File: src/rtl/stencil_stream_driver.sv
// Pixel stream source for a 1x2 linebuffer: a small FIFO feeds a registered
// in/wen pair, with raster position, frame flags and stencil-window qualification.
module stencil_stream_driver #(
  parameter int width = 16,
  parameter int img_w = 64,
  parameter int img_h = 64,
  parameter int depth = 4,
  localparam int xw = (img_w > 1) ? $clog2(img_w) : 1,
  localparam int yw = (img_h > 1) ? $clog2(img_h) : 1
) (
  input  logic             clk,
  input  logic             arst_n,
  input  logic [width-1:0] in_data,
  input  logic             in_valid,
  output logic             in_ready,
  input  logic             en,
  output logic [width-1:0] out_data,
  output logic             wen,
  output logic [xw-1:0]    x,
  output logic [yw-1:0]    y,
  output logic             sof,
  output logic             eol,
  output logic             eof,
  output logic             stencil_valid
);

  localparam int aw = (depth > 1) ? $clog2(depth) : 1;
  localparam logic [aw:0]   full_cnt = (aw+1)'(depth);
  localparam logic [aw-1:0] last_ptr = aw'(depth - 1);
  localparam logic [xw-1:0] last_x   = xw'(img_w - 1);
  localparam logic [yw-1:0] last_y   = yw'(img_h - 1);

  logic [width-1:0] mem [depth];
  logic [aw-1:0]    wr_ptr, rd_ptr;
  logic [aw:0]      count;
  logic [xw-1:0]    pos_x;
  logic [yw-1:0]    pos_y;
  logic             push, pop, last_col, last_row;

  // Upstream handshake: a pixel transfers on any rising edge where in_valid
  // and in_ready are both high; in_ready depends only on the registered count.
  assign in_ready = (count < full_cnt);
  assign push     = in_valid && in_ready;
  assign pop      = en && (count != '0);
  assign last_col = (pos_x == last_x);
  assign last_row = (pos_y == last_y);

  always_ff @(posedge clk) begin
    if (push) mem[wr_ptr] <= in_data;
  end

  always_ff @(posedge clk or negedge arst_n) begin
    if (!arst_n) begin
      wr_ptr <= '0;
      rd_ptr <= '0;
      count  <= '0;
    end else begin
      if (push) wr_ptr <= (wr_ptr == last_ptr) ? '0 : wr_ptr + 1'b1;
      if (pop)  rd_ptr <= (rd_ptr == last_ptr) ? '0 : rd_ptr + 1'b1;
      case ({push, pop})
        2'b10:   count <= count + 1'b1;
        2'b01:   count <= count - 1'b1;
        default: count <= count;
      endcase
    end
  end

  // pos_x/pos_y name the position the next popped pixel will carry.
  always_ff @(posedge clk or negedge arst_n) begin
    if (!arst_n) begin
      pos_x <= '0;
      pos_y <= '0;
    end else if (pop) begin
      if (last_col) begin
        pos_x <= '0;
        pos_y <= last_row ? '0 : pos_y + 1'b1;
      end else begin
        pos_x <= pos_x + 1'b1;
      end
    end
  end

  // out_data, x and y hold on idle cycles so the linebuffer register keeps
  // the previous pixel of the row across gaps.
  always_ff @(posedge clk or negedge arst_n) begin
    if (!arst_n) begin
      out_data      <= '0;
      wen           <= 1'b0;
      x             <= '0;
      y             <= '0;
      sof           <= 1'b0;
      eol           <= 1'b0;
      eof           <= 1'b0;
      stencil_valid <= 1'b0;
    end else if (pop) begin
      out_data      <= mem[rd_ptr];
      wen           <= 1'b1;
      x             <= pos_x;
      y             <= pos_y;
      sof           <= (pos_x == '0) && (pos_y == '0);
      eol           <= last_col;
      eof           <= last_col && last_row;
      stencil_valid <= (pos_x != '0);
    end else begin
      wen           <= 1'b0;
      sof           <= 1'b0;
      eol           <= 1'b0;
      eof           <= 1'b0;
      stencil_valid <= 1'b0;
    end
  end

endmodule

File: config.mk
export PLATFORM = sky130hd
export DESIGN_NAME = stencil_stream_driver
export DESIGN_NICKNAME = d
export VERILOG_FILES = /design/src/rtl/stencil_stream_driver.sv
export SDC_FILE = /design/constraint.sdc
export NUM_CORES = 1
export LEC_CHECK = 0
export CAP_MARGIN = 10
export CORE_MARGIN = 1.5
export CORE_UTILIZATION = 54
export DETAILED_ROUTE_END_ITERATION = 12
export GPL_TIMING_DRIVEN = 0
export PLACE_DENSITY = 0.79
export SYNTH_ARGS = -nofsm -noshare
export SYNTH_HDL_FRONTEND = slang
export SYNTH_SLANG_ARGS = --single-unit
export TNS_END_PERCENT = 50
File: constraint.sdc
create_clock -name clk -period 2.5 [get_ports clk]
set_clock_uncertainty 0.15 [all_clocks]
set_input_delay 0.25 -clock clk [delete_from_list [all_inputs] [get_ports clk]]
set_output_delay 0.25 -clock clk [all_outputs]
set_load 0.01 [all_outputs]
Word level (Yosys, flattened, before mapping) --
Memory sizes are Yosys's and may differ from the RTL's. A register that Yosys moved wholly into a read port is not among the register bits. Index checks and enable logic that the tools add are counted.
Operators by class: multiplexer cells 12, reductions and logical operators 11, $add $sub $neg 6, order comparisons 1, eq/ne operators 6
Operators with widths (number):
- $add 6x1->6 const B | 2
- $eq 6x6->1 const B | 2
- $logic_not 6->1 | 2
- $mux 6 | 2
- $mux 1 | 7
- $eq 2x2->1 const B | 3
- $pmux 3 s2 | 1
- $reduce_bool 6->1 | 1
- $add 2x1->2 const B | 2
- $logic_and 1x1->1 | 4
- $mux 2 | 2
- $add 3x1->3 const B | 1
- $lt 3x3->1 const B | 1
- $reduce_bool 3->1 | 1
- $sub 3x1->3 const B | 1
- $eq 2x1->1 const B | 1
- $reduce_and 2->1 | 1
- $reduce_bool 2->1 | 1
- $logic_not 1->1 | 1
Word-level totals: word-level logic and storage cells 49, output and inout port bits 34, bits in registers 36, input bits 20, memories kept 1, bits in writable memories 64
Memory list:
- mem | words 4, width 16, read ports 1, clocked after memory_dff 1, wr ports 1, RTL line 33 | logic [width-1:0] mem [depth];

Longest topological paths before layout --
word-level depth 4, gate-level depth with buffers 9, gate-level depth less buffers 8

Worst setup path before layout --
No wires, ideal clock.
path kind flip-flop to flip-flop, start reg count[0], end reg count[2], stages on the path, launching flop included 10, setup slack 384 ps, setup time 80 ps, data required time 2270 ps, data arrival time 1886 ps, buffers on the path 1, path through dfrtp_1 > o31ai_4 > inv_2 > clkbuf_1 > ha_1 > inv_1 > fa_1 > xor2_1 > nor2_1 > xnor2_1
On the way: word-level cells in the longest chain between the ends 4, elaborated cells between the ends (all ways) 10, those cells by class 2 x add/sub; 1 x order compare; 2 x eq/ne; 1 x mux; 4 x reduce/logical
Ends and longest elaborated chain:
- start: declaration | RTL line 35 | logic [aw:0] count;
- start signal: assignment | RTL line 61 | 2'b10: count <= count + 1'b1;
- start signal: assignment | RTL line 62 | 2'b01: count <= count - 1'b1;
- start signal: assignment | RTL line 63 | default: count <= count;
- $reduce_bool 3->1 * | RTL line 44 | assign pop = en && (count != '0);
- $logic_and 1x1->1 * | RTL line 44
- net pop | RTL line 38 | logic push, pop, last_col, last_row;
- $eq 2x1->1 or $eq 2x2->1 (tied branches) | RTL line 60 | case ({push, pop})
- $pmux 3 s2 or $reduce_bool 2->1 (tied branches)
Mark *: on every way through the listed nets, which the timed path passes. The rest lies on a longest branch. A chain may end at the register's enable or synchronous reset.

Worst setup path after layout --
start reg count[1], end reg count[1]
On the way: word-level cells in the longest chain between the ends 4, elaborated cells between the ends (all ways) 10, those cells by class 2 x add/sub; 1 x order compare; 2 x eq/ne; 1 x mux; 4 x reduce/logical
Ends and longest elaborated chain (RTL line):
- $lt 3x3->1 or $reduce_bool 3->1 (tied branches) | 42, 44
- $logic_and 1x1->1, on equally long branches | 43, 44
- $eq 2x1->1 or $eq 2x2->1 (tied branches) | 60
- $pmux 3 s2 or $reduce_bool 2->1 (tied branches)
Several ways; a longest one is shown, not always the timed one.

==> impl_metrics.toml <==
[global_routing]
grt_max_degree = 42
antenna_found_initial = 0
track_usage_pct = 22.4
grt_pass1_wl_mm = 14.2
overflow = 0
grt_pass1_vias = 2855

[floorplan]
die-area_mm2 = 0.00899
coreArea_mm2 = 0.00818
die_h_um = 94.8
start_util_pct = 55.7
rows = 33
die_w_um = 94.8
ios = 54

[synthesis]
yosysMostFrequentCell = "nand2_1"
synth_compound_area_share_pct = 3.16
synth_top_area_share_pct = 42.2
ys_seq_elements = 116
ys_seq_area_share_pct = 70.8
yosysTopAreaCell = "edfxtp_1"
yosysWarnings = 0
ys_top_cells_by_count = "88 x nand2_1, 64 x edfxtp_1, 52 x dfrtp_1"
syn_avg_cell_area_um2 = 14.4
synth_ff_type = "edfxtp_1"
syn_area_mm2 = 0.00455
muxShareOfSynthArea_pct = 7.92
synth_top_family_by_area = "simple AND/OR/NAND/NOR gates"
synthTopCellsByArea = "edfxtp_1 42%, dfrtp_1 29%, mux4_2 7.9%, nand2_1 7.3%, ha_1 2.7%"
synthArstFlopShare_pct = 44.8
netlist_instances = 316
synth_xor_area_share_pct = 1.35
synth-simple-area-share_pct = 11.1
yosysUniqueCellTypes = 32
mappedNetlistNets = 347
synth-adder-area-share_pct = 3.19
synth_edf_count = 64

[cts]
numCtsBuffers = 17
cts_tree = "built"
clock_latency_ns = 0.52
clock-sinks = 116
cts-root-buf = "clkbuf_8"
cts_max_path_buffers = 2
cts_setup_buffers = 0
cts_max_level = 4
path_clk_slew_ns = 0.05

[power_and_ir_drop]
switching_power_w = 0.00207
clkPwrFrac_pct = 34.1
leakagePower_nw = 2.37
p_per_area_mw_per_mm2 = 1210
power_w = 0.00707
power_frac_comb_pct = 26.6
ir_drop_mv = 0.709
p_sw_share_pct = 29.3
internal_power_w = 0.00500
power_frac_seq_pct = 39.3

[place]
dp.cells = 475
io_buffers = 53
hpwl_mm = 5.42
placed_area_mm2 = 0.00523
gp_congestion = 0.783

[final_layout]
area_delta_synth_final_pct = 28.6
nNetsFinal = 422
n_antenna_cell = 0
design_area_mm2 = 0.00585
final-instance-count-excl-fill = 509
layout-drive-gt1-share_pct = 14.6

[timing]
grt_setup_unrepaired = "no"
fmax_mhz = 449
tns_ns = 0
final-hold-violation-count = 0
period_needed_ns = 2.23
maxSlewViolCount = 0
setup_violations = 0
worst_pin_slew_ns = 0.915
fin_hold_ws_ns = 0.211
fin_crit_sh_pct = 89.1
max_slew_margin_pct = 39.0

[worst_hold_path]
hp-class = "primary input to flop"
whs_path_depth = 1

[detailed_routing]
num_vias = 2765
via_per_inst = 5.43
dr.pass1.iters = 4
wl_per_cell_um = 17.5
drtIter0Drc = 191
ant_nets = 0
finalWirelength_mm = 8.90
drc = 0

[setup_path]
criticalPathCategory = "flop to flop"
r2r_start = "count[1]$_DFFE_PN0P_"
crit_required_ns = 2.78
regToRegSetupSlack_ns = 0.27
reg2reg_depth = 6
crit_fanout = 15
worst-endpoint-arrival_ns = 2.51
startpoint = "count[1]$_DFFE_PN0P_"
endpoint_kind = "flop"
endpoint = "count[1]$_DFFE_PN0P_"
r2r_end = "count[1]$_DFFE_PN0P_"
startpoint_type = "flop"

[run_status]
status = "completed"

[job]
maxCapViolations = 0
-- cell type report --
cell class	instances	area, um^2
plain buffers	10	53.8
repair buffers	57	576
multi-input cells	174	1210
well taps	105	131
inverters	15	56.3
clock inverters	11	151
flip-flops and latches	116	3220
fillers	532	2320
clock buffers	21	449
-- power groups by stage --
stage,combinational (W),clock [W],sequential [W]
3_5_place_dp,0.00187,0,0.00280
6_report,0.00188,0.00241,0.00278
5_1_grt,0.00207,0.00252,0.00282
4_1_cts,0.00191,0.00244,0.00278
2_1_floorplan,0.00103,0,0.00283
3_3_place_gp,0.00180,0,0.00277
-- cells in the final DEF (no fill, tap or decap), drive strengths merged --
cell	n
xnor2	6
clkdlybuf4s50	52
nor3	1
bufinv	3
nor2b	1
a31oi	1
clkinvlp	1
buf	8
dfrtp	52
and2	5
fa	1
inv	16
edfxtp	64
nor4	2
nand4	3
nand3	6
dlygate4sd3	3
o41ai	1
mux4	16
clkbuf	25
and3	3
or3	3
ha	10
o31ai	1
a21o	1
xor2	1
a21oi	3
nor2	4
o21ai	17
nand2	88
clkinv	6
-- how the worst min path moves through the flow --
stage                       startpoint                 endpoint  slack, ns
3_3_place_gp   out_data[2]$_DFFE_PN0P_  out_data[2]$_DFFE_PN0P_       0.31
4_1_cts                    in_data[10]     mem[2][10]$_DFFE_PP_       0.19
3_5_place_dp                    arst_n  out_data[4]$_DFFE_PN0P_       0.02
5_1_grt                    in_data[11]     mem[1][11]$_DFFE_PP_       0.22
6_report                   in_data[10]     mem[2][10]$_DFFE_PP_       0.21
2_1_floorplan                   arst_n     count[0]$_DFFE_PN0P_      -0.20
-- logic make-up (layout without fill, tap and decap cells) --
group,Yosys count,count (layout)
fa+ha+maj,11,11
mux,16,16
buf+inv,26,114
xor+xnor,7,7
flops,116,116
simple gates,116,116
compound gates,24,24
-- layer usage --
layer	share of wire (%)	vias up	GRT usage (%)
met2	53	84	36.6
met1	41	1403	26.8
met3	4.5	15	6.92
met5	0	-	0
li1	-	1263	-
met4	1.7	0	11.2
-- registers in the layout (all words and copies together) (netlist names) --
name and flops:
mem 64, x 6, wen 1, pos_x 6, eol 1, y 6, sof 1, wr_ptr 2
pos_y 6, stencil_valid 1, count 3, rd_ptr 2, out_data 16, eof 1
-- worst max-delay path: stages (launching register included) --
cell,delay (ns)
dfrtp_1,0.41
o31ai_4,0.41
inv_2,0.23
ha_1,0.27
inv_1,0.07
fa_1,0.40
o21ai_0,0.19
-- metrics by stage --
step | setup WS [ns] | utilization [%]
detailed placement | -0.353 | 63.9
CTS | 0.278 | 71.6
finish | 0.273 | 71.6
global route | 0.0972 | 71.6
floorplan | 0.384 | -
global placement | -0.532 | 63.8
-- timing repair --
action,CTS,global route
hold endpoints to repair,52,0
endpoints found under the setup margin,1,0
resized for setup,0,0
hold buffers,3,0
Power figures use the tool's default switching activity.
